<file path="config.mk">
export PLATFORM = sky130hd
export DESIGN_NAME = seg_value_fmt
export DESIGN_NICKNAME = d
export VERILOG_FILES = /design/src/rtl/seg_value_fmt_pkg.sv /design/src/rtl/seg_value_fmt_upd_tick.sv /design/src/rtl/seg_value_fmt.sv
export SDC_FILE = /design/constraint.sdc
export NUM_CORES = 1
export LEC_CHECK = 0
export BUFFER_PORTS_ARGS = -buffer_cell sky130_fd_sc_hd__buf_4
export CAP_MARGIN = 20
export CORE_ASPECT_RATIO = 0.6
export CORE_MARGIN = 2
export CORE_UTILIZATION = 30
export CTS_CLUSTER_DIAMETER = 30
export DETAILED_ROUTE_END_ITERATION = 8
export PLACE_DENSITY = 0.44
export SYNTH_ARGS = -nofsm -noshare
export SYNTH_HDL_FRONTEND = slang
export SYNTH_SLANG_ARGS = --single-unit
</file>
<file path="constraint.sdc">
create_clock -name clk -period 7.42 [get_ports clk]
set_input_delay 0.371 -clock clk [delete_from_list [all_inputs] [get_ports clk]]
set_output_delay 0.371 -clock clk [all_outputs]
set_load 0.1 [all_outputs]
</file>
<file path="src/rtl/seg_value_fmt_pkg.sv">
// Shared display constants and averaging FSM state encoding for seg_value_fmt.
package seg_value_fmt_pkg;
   localparam int          SEG_DIGITS  = 6;
   localparam logic [19:0] SEG_MAX_POS = 20'd999_999;
   localparam logic [19:0] SEG_MAX_NEG = 20'd99_999;

   typedef enum logic [1:0] {
      ST_ACC = 2'd0,
      ST_DIV = 2'd1,
      ST_ABS = 2'd2,
      ST_SAT = 2'd3
   } fsm_state_e;
endpackage

</file>
<file path="src/rtl/seg_value_fmt_upd_tick.sv">
// Free-running ms prescaler plus period counter; emits a 1-cycle upd_tick once per period.
module seg_upd_tick #(
   parameter int CNT_1MS   = 49_999,
   parameter int UPDATE_MS = 200
) (
   input  logic clk,
   input  logic rstn,
   output logic upd_tick
);
   localparam int MS_W  = $clog2(CNT_1MS + 1) < 1 ? 1 : $clog2(CNT_1MS + 1);
   localparam int UPD_W = $clog2(UPDATE_MS + 1);

   logic [MS_W-1:0]  ms_cnt;
   logic [UPD_W-1:0] upd_cnt;
   logic             ms_wrap;

   assign ms_wrap = (ms_cnt == MS_W'(CNT_1MS));

   always_ff @(posedge clk or negedge rstn) begin
      if (!rstn) begin
         ms_cnt   <= '0;
         upd_cnt  <= '0;
         upd_tick <= 1'b0;
      end else begin
         ms_cnt   <= ms_wrap ? '0 : ms_cnt + 1'b1;
         upd_tick <= ms_wrap && (upd_cnt == UPD_W'(UPDATE_MS - 1));
         if (ms_wrap)
            upd_cnt <= (upd_cnt == UPD_W'(UPDATE_MS - 1)) ? '0 : upd_cnt + 1'b1;
      end
   end
endmodule

</file>
<file path="src/rtl/seg_value_fmt.sv">
// Averages signed samples, converts to saturated sign/magnitude and pushes the
// result to the 6-digit seg display at a fixed, flicker-free refresh rate.
module seg_value_fmt
   import seg_value_fmt_pkg::*;
#(
   parameter int DIN_W     = 24,
   parameter int AVG_LOG2  = 3,
   parameter int CNT_1MS   = 49_999,
   parameter int UPDATE_MS = 200,
   parameter int POINT_POS = 2
) (
   input  logic                  clk,
   input  logic                  rstn,
   input  logic [DIN_W-1:0]      din,
   input  logic                  din_valid,
   output logic                  din_ready,
   input  logic                  hold,
   output logic [19:0]           data,
   output logic [SEG_DIGITS-1:0] point,
   output logic                  sign,
   output logic                  seg_en,
   output logic                  ovf
);
   localparam int ACC_W = DIN_W + AVG_LOG2;

   fsm_state_e          state, state_n;
   logic [AVG_LOG2-1:0] cnt;
   logic [ACC_W-1:0]    acc;
   logic [DIN_W-1:0]    avg;
   logic [DIN_W-1:0]    mag;
   logic                sign_n;
   logic [19:0]         res_data;
   logic                res_sign, res_ovf, res_valid;
   logic                upd_tick, take, show;

   assign take = din_valid & din_ready;
   assign show = upd_tick & res_valid & ~hold;

   seg_upd_tick #(.CNT_1MS(CNT_1MS), .UPDATE_MS(UPDATE_MS)) u_tick (
      .clk     (clk),
      .rstn    (rstn),
      .upd_tick(upd_tick)
   );

   always_comb begin
      state_n = state;
      case (state)
         ST_ACC:  if (take && cnt == '1) state_n = ST_DIV;
         ST_DIV:  state_n = ST_ABS;
         ST_ABS:  state_n = ST_SAT;
         default: state_n = ST_ACC;
      endcase
   end

   // cnt==0 on a take means a fresh average: the old sum is dropped, not added.
   always_ff @(posedge clk or negedge rstn) begin
      if (!rstn) begin
         state     <= ST_ACC;
         din_ready <= 1'b0;
         cnt       <= '0;
         acc       <= '0;
         avg       <= '0;
         mag       <= '0;
         sign_n    <= 1'b0;
      end else begin
         state     <= state_n;
         din_ready <= (state_n == ST_ACC);
         if (take) begin
            acc <= ((cnt == '0) ? '0 : acc) + {{AVG_LOG2{din[DIN_W-1]}}, din};
            cnt <= cnt + 1'b1;
         end
         // Upper DIN_W bits of acc are exactly acc >>> AVG_LOG2 truncated.
         if (state == ST_DIV) avg <= acc[ACC_W-1:AVG_LOG2];
         if (state == ST_ABS) begin
            sign_n <= avg[DIN_W-1];
            mag    <= avg[DIN_W-1] ? (~avg + 1'b1) : avg;
         end
      end
   end

   // Negative values lose digit 5 to the minus sign, hence the lower ceiling.
   always_ff @(posedge clk or negedge rstn) begin
      if (!rstn) begin
         res_data  <= '0;
         res_sign  <= 1'b0;
         res_ovf   <= 1'b0;
         res_valid <= 1'b0;
      end else if (state == ST_SAT) begin
         res_sign  <= sign_n;
         res_valid <= 1'b1;
         if (sign_n && mag > DIN_W'(SEG_MAX_NEG)) begin
            res_data <= SEG_MAX_NEG;
            res_ovf  <= 1'b1;
         end else if (!sign_n && mag > DIN_W'(SEG_MAX_POS)) begin
            res_data <= SEG_MAX_POS;
            res_ovf  <= 1'b1;
         end else begin
            res_data <= mag[19:0];
            res_ovf  <= 1'b0;
         end
      end else if (show) begin
         res_valid <= 1'b0;
      end
   end

   always_ff @(posedge clk or negedge rstn) begin
      if (!rstn) begin
         data   <= '0;
         point  <= '0;
         sign   <= 1'b0;
         seg_en <= 1'b0;
         ovf    <= 1'b0;
      end else if (show) begin
         data   <= res_data;
         sign   <= res_sign;
         ovf    <= res_ovf;
         point  <= SEG_DIGITS'(1) << POINT_POS;
         seg_en <= 1'b1;
      end
   end
endmodule

</file>
* Word level (Yosys, flattened, before mapping)
Cells that the tools add are included.
** Cells by class
- Add/subtract/negate cells :: 5
- Magnitude comparators :: 2
- Equality and inequality tests :: 6
- Muxes and demuxes :: 12
- Bitwise operators :: 5
- Reduce and logical (&&, ||, !) cells :: 9
** Operator list (number)
- two-way mux 20 bit :: 2
- adder 27 bit :: 1
- two-way mux 27 bit :: 1
- adder 24 x 1 -> 24 bit, second input constant :: 1
- greater-than comparator 24 x 17 -> 1 bit, second input constant :: 1
- greater-than comparator 24 x 20 -> 1 bit, second input constant :: 1
- two-way mux 24 bit :: 1
- NOT 24 bit :: 1
- adder 16 x 1 -> 16 bit, second input constant :: 1
- == test 16 bit, second input constant :: 1
- two-way mux 16 bit :: 1
- adder 8 x 1 -> 8 bit, second input constant :: 1
- == test 8 bit, second input constant :: 1
- two-way mux 8 bit :: 1
- case mux 2 bit (3 select lines) :: 1
- == test 2 bit, second input constant :: 2
- logical AND 1 bit :: 4
- logical NOT 2 bit :: 2
- two-way mux 1 bit :: 4
- adder 3 x 1 -> 3 bit, second input constant :: 1
- AND 1 bit :: 3
- == test 3 bit, second input constant :: 1
- logical NOT 3 bit :: 1
- == test 2 x 1 -> 1 bit, second input constant :: 1
- 4 further kinds :: 4
** Word-level totals
- Register bits after elaboration :: 153
- Bits of input ports :: 28
- Output and inout bits :: 30
- Word-level logic and storage cells :: 57

* Longest topological paths before layout
- Depth in word-level cells :: 5
- Gate-level depth with buffers :: 15

* Modules after synthesis
Synthesis repeated with hierarchy kept, for this count alone.
** Unflattened totals
- Cell total of the unflattened synthesis :: 795
- Area, all modules :: 8026.4 um^2
** Modules (own cells, without submodules)
- seg_value_fmt :: times used 1, cells each 686, area an instance 6874.1 um^2
- seg_upd_tick :: times used 1, cells each 109, area an instance 1152.4 um^2

* Worst setup path after synthesis
No wires, ideal clock.
- Path kind :: reg-to-reg
- Start :: register cnt[0]
- End :: register acc[20]
- Arrival time :: 2.838 ns
- Slack :: 4.445 ns
- Stages on the path, launching flop included :: 16
- Path buffers :: 3
- Clock period less this slack :: 2.975 ns
- Path through :: dfrtp_1 -> inv_1 -> ha_1 -> nand2b_1 -> clkbuf_1 -> clkbuf_1 -> and2_1 -> ha_1 -> clkbuf_1 -> a21o_1 -> a31oi_1 -> o21ai_0 -> o31ai_1 -> o221ai_1 -> xnor2_1 -> o21ai_0
** On the way
- Word-level cells in the longest chain between the ends :: 3
** RTL lines
- start, declared :: RTL line seg_value_fmt.sv:27 : logic [AVG_LOG2-1:0] cnt;
- start signal, assigned :: RTL line seg_value_fmt.sv:70 : cnt <= cnt + 1'b1;
- logical NOT 3 bit :: RTL line seg_value_fmt.sv:69 : acc <= ((cnt == '0) ? '0 : acc) + {{AVG_LOG2{din[DIN_W-1]}}, din};
- two-way mux 27 bit :: RTL line seg_value_fmt.sv:69
- adder 27 bit :: RTL line seg_value_fmt.sv:69
- end signal, assigned :: RTL line seg_value_fmt.sv:69
- end, declared :: RTL line seg_value_fmt.sv:28 : logic [ACC_W-1:0] acc;
Every way passes these cells.
A chain may end at the register's enable or synchronous reset.

* Final worst setup path
- Start :: register cnt[0]
- End :: register acc[26]
Same word-level chain as after synthesis.

==> flow_summary.ini <==
[synth]
syn_inst = 849
synth_edf_count = 0
synth.cell_area_sq_um = 8250
synth_seq_cells = 153
yosys_warnings = 0
ys.flop_type = dfrtp_1
syn_avg_cell_area_sq_um = 9.72
synth_cell_types = 58
synth_seq_area_share_pct = 46.4
synthArstFlopShare_pct = 100

[finish]
layout_common_cells = dfrtp_1, nand2_1, nor2_1
multi_input_area_sq_um = 4140
fillCellCount = 2769
stdcell_count = 1254
antennaDiodeCount = 0
regArea_sq_um = 3830
syn2layout_area_growth_pct = 15.8
mostFrequentLayoutCell = dfrtp_1
postLayoutCoreUtil_pct = 35.8
drive_gt1_share_pct = 16.6
final_nets = 948

[setup_path]
reg2reg_setup_slack_ps = 3870
r2r_cells = 15
cp-end-kind = register
timing.rr.start = cnt[0]
crit_fanout = 28
start_kind = register
path_class = register to register
cp.required_ps = 7740
worstPathArrival_ps = 3870
regToRegEndpoint = acc[26]

[clock_tree]
cts.sinks = 153
htreeDepth = 4
clk_latency_ps = 430
cts_setup_buffers = 0
cts-root-buf = clkbuf_16
cts_resized = 0
clockBufferDepth = 2
cts_tree = done
numCtsBuffers = 17
clkSlewWorstSetupHoldPaths_ps = 60
cts_hold_buffers = 0

[power]
ir_drop_uv = 145
power_per_cell_area_nw_per_um2 = 417
power.internal_mw = 2.38
pwr-share-clk_pct = 21.4
power.net_switching_mw = 1.60
comb_power_share_pct = 44.5
p_seq_share_pct = 34.1
p_leak_nw = 4.31
swShare_pct = 40.2

[drt]
drtIter0Drc = 396
drc = 0
dr_total_vias = 5974
via_per_inst = 4.76
wl_per_cell_microns = 15.0
dr.pass1.iters = 4
routed_wl_microns = 18800
antenna_left = 0

[timing]
maxSlewHeadroom_pct = 35.7
slew_violations = 0
clock_skew_ps = 8.66
tightest_slew_ps = 964
fin_crit_ps = 3550
final_hold_viol_count = 0
setup_viol = 0
max_freq_mhz = 281
rsz0062_at_grt = false
finalCritPeriodShare_pct = 47.9
finalSetupTns_ps = 0

[place]
port_buffers = 52
routabilityCongestion = 0.803
dp_hpwl_microns = 13700
dp.cells = 1223

[floorplan]
io_pins = 58
fp.coreArea_sq_um = 26700
initial_utilization_pct = 30.9
die_w_microns = 218
die_h_microns = 132
die-area_sq_um = 28900
row_count = 46

[global_routing]
antenna_found_initial = 0
grt_pass1_wl_microns = 31800
grt_overflow_total = 0
grt_pass1_vias = 5918
grt_usage_pct = 14.0
grt_start_max_net_pins = 101

[worst_hold_path]
hold_path.class = input pin to async pin

[run_status]
status = complete, no violations

[flow_run]
maxCapViolations = 0
how the worst max path moves through the flow:
stage	slack (ps)	from	cells after the start	to
floorplan	4450	cnt[0]	15	acc[20]
global placement	3940	cnt[0]	15	acc[26]
detailed placement	3910	cnt[0]	15	acc[26]
CTS	3880	cnt[0]	15	acc[26]
global route	3570	cnt[0]	15	acc[26]
finish	3870	cnt[0]	15	acc[26]
kinds of logic after synthesis:
family | Yosys count | share of synthesized area [%]
simple gates | 269 | 15.7
flops | 153 | 46.4
mux | 51 | 6.91
other cells | 1 | 0.0454
buf+inv | 75 | 3.68
fa+ha+maj | 37 | 5.70
xor+xnor | 64 | 6.79
compound gates | 199 | 14.8
worst max-delay path, cell delays in order, from the launching register on:
cell	delay (ps)
dfrtp_1	390
inv_1	60
ha_1	200
nand2b_1	70
buf_4	270
and2_1	170
ha_1	160
inv_1	50
fa_1	380
nand2b_1	180
a21oi_1	400
nor2_1	140
o211ai_1	490
a2111oi_0	200
nor3_1	210
nand2_1	60
metrics by stage:
stage | total power [mW] | setup slack [ps] | instance area (sq um) | hold WS, ps
after CTS | 4.03 | 3880 | 9530 | 82.3
after detailed placement | 3.15 | 3910 | 8960 | 471
after global placement | 3.16 | 3940 | 8960 | 470
final | 3.98 | 3870 | 9550 | 14.1
after global routing | 4.35 | 3570 | 9550 | 91.8
after floorplan | 2.69 | 4450 | 8270 | 75.4
area by class of cell:
cell class / count / share of cell area (%)
clock buffer: 18 / 4.60
clock inverter: 12 / 1.35
inverter: 26 / 1.02
multi-input combinational: 625 / 43.3
sequential: 153 / 40.1
tap: 360 / 4.72
timing repair buffer: 60 / 4.94
power by group through the flow:
stage / sequential, mW / clock (mW) / combinational [mW]
after floorplan: 1.29 / 0 / 1.40
after global placement: 1.38 / 0 / 1.78
after detailed placement: 1.38 / 0 / 1.77
after CTS: 1.36 / 0.881 / 1.78
after global routing: 1.41 / 0.918 / 2.03
final: 1.36 / 0.851 / 1.77
state kept, by name (all words and copies together), names as in the netlist, 2 cells and up:
register and count:
state 2, u_tick.upd_cnt 8, acc 27, u_tick.ms_cnt 16, cnt 3, res_data 20, mag 24, data 20
avg 24
metal layers:
layer  vias up  track usage, %  routed length [microns]  part of all wire, %
met5         -               0                        0                    0
met4         0            3.63                      166                 0.88
met3        12            3.72                      819                  4.4
met2        76            18.3                     7320                   39
met1      2859            22.2                    10500                   56
li1       3027               -                        -                    -
Yosys cell counts, drive strengths merged, types with 4 or more instances:
library cell    n  share of area [%]
a31oi           5               0.38
o21ai          59                3.6
nand2b          7               0.53
o31ai           8               0.79
a21o           21                1.9
dfrtp         153                 46
a21oi          55                3.3
nor3           14               0.85
nor2b           8               0.61
o41ai           5               0.62
nand4          14                1.1
clkbuf         39                1.8
nand2          94                4.3
mux2           48                6.6
xnor2          26                2.8
o211ai          8               0.73
or2             4               0.30
o22ai          14                1.1
and3            6               0.45
inv            26                1.2
buf            10               0.73
nor2           63                2.9
ha             36                5.5
and2           28                2.1
xor2           38                4.0
nand3          11               0.67
or4             5               0.50
nor4            4               0.30
o21a            5               0.45
No activity file was read; power rests on OpenSTA's default activity.
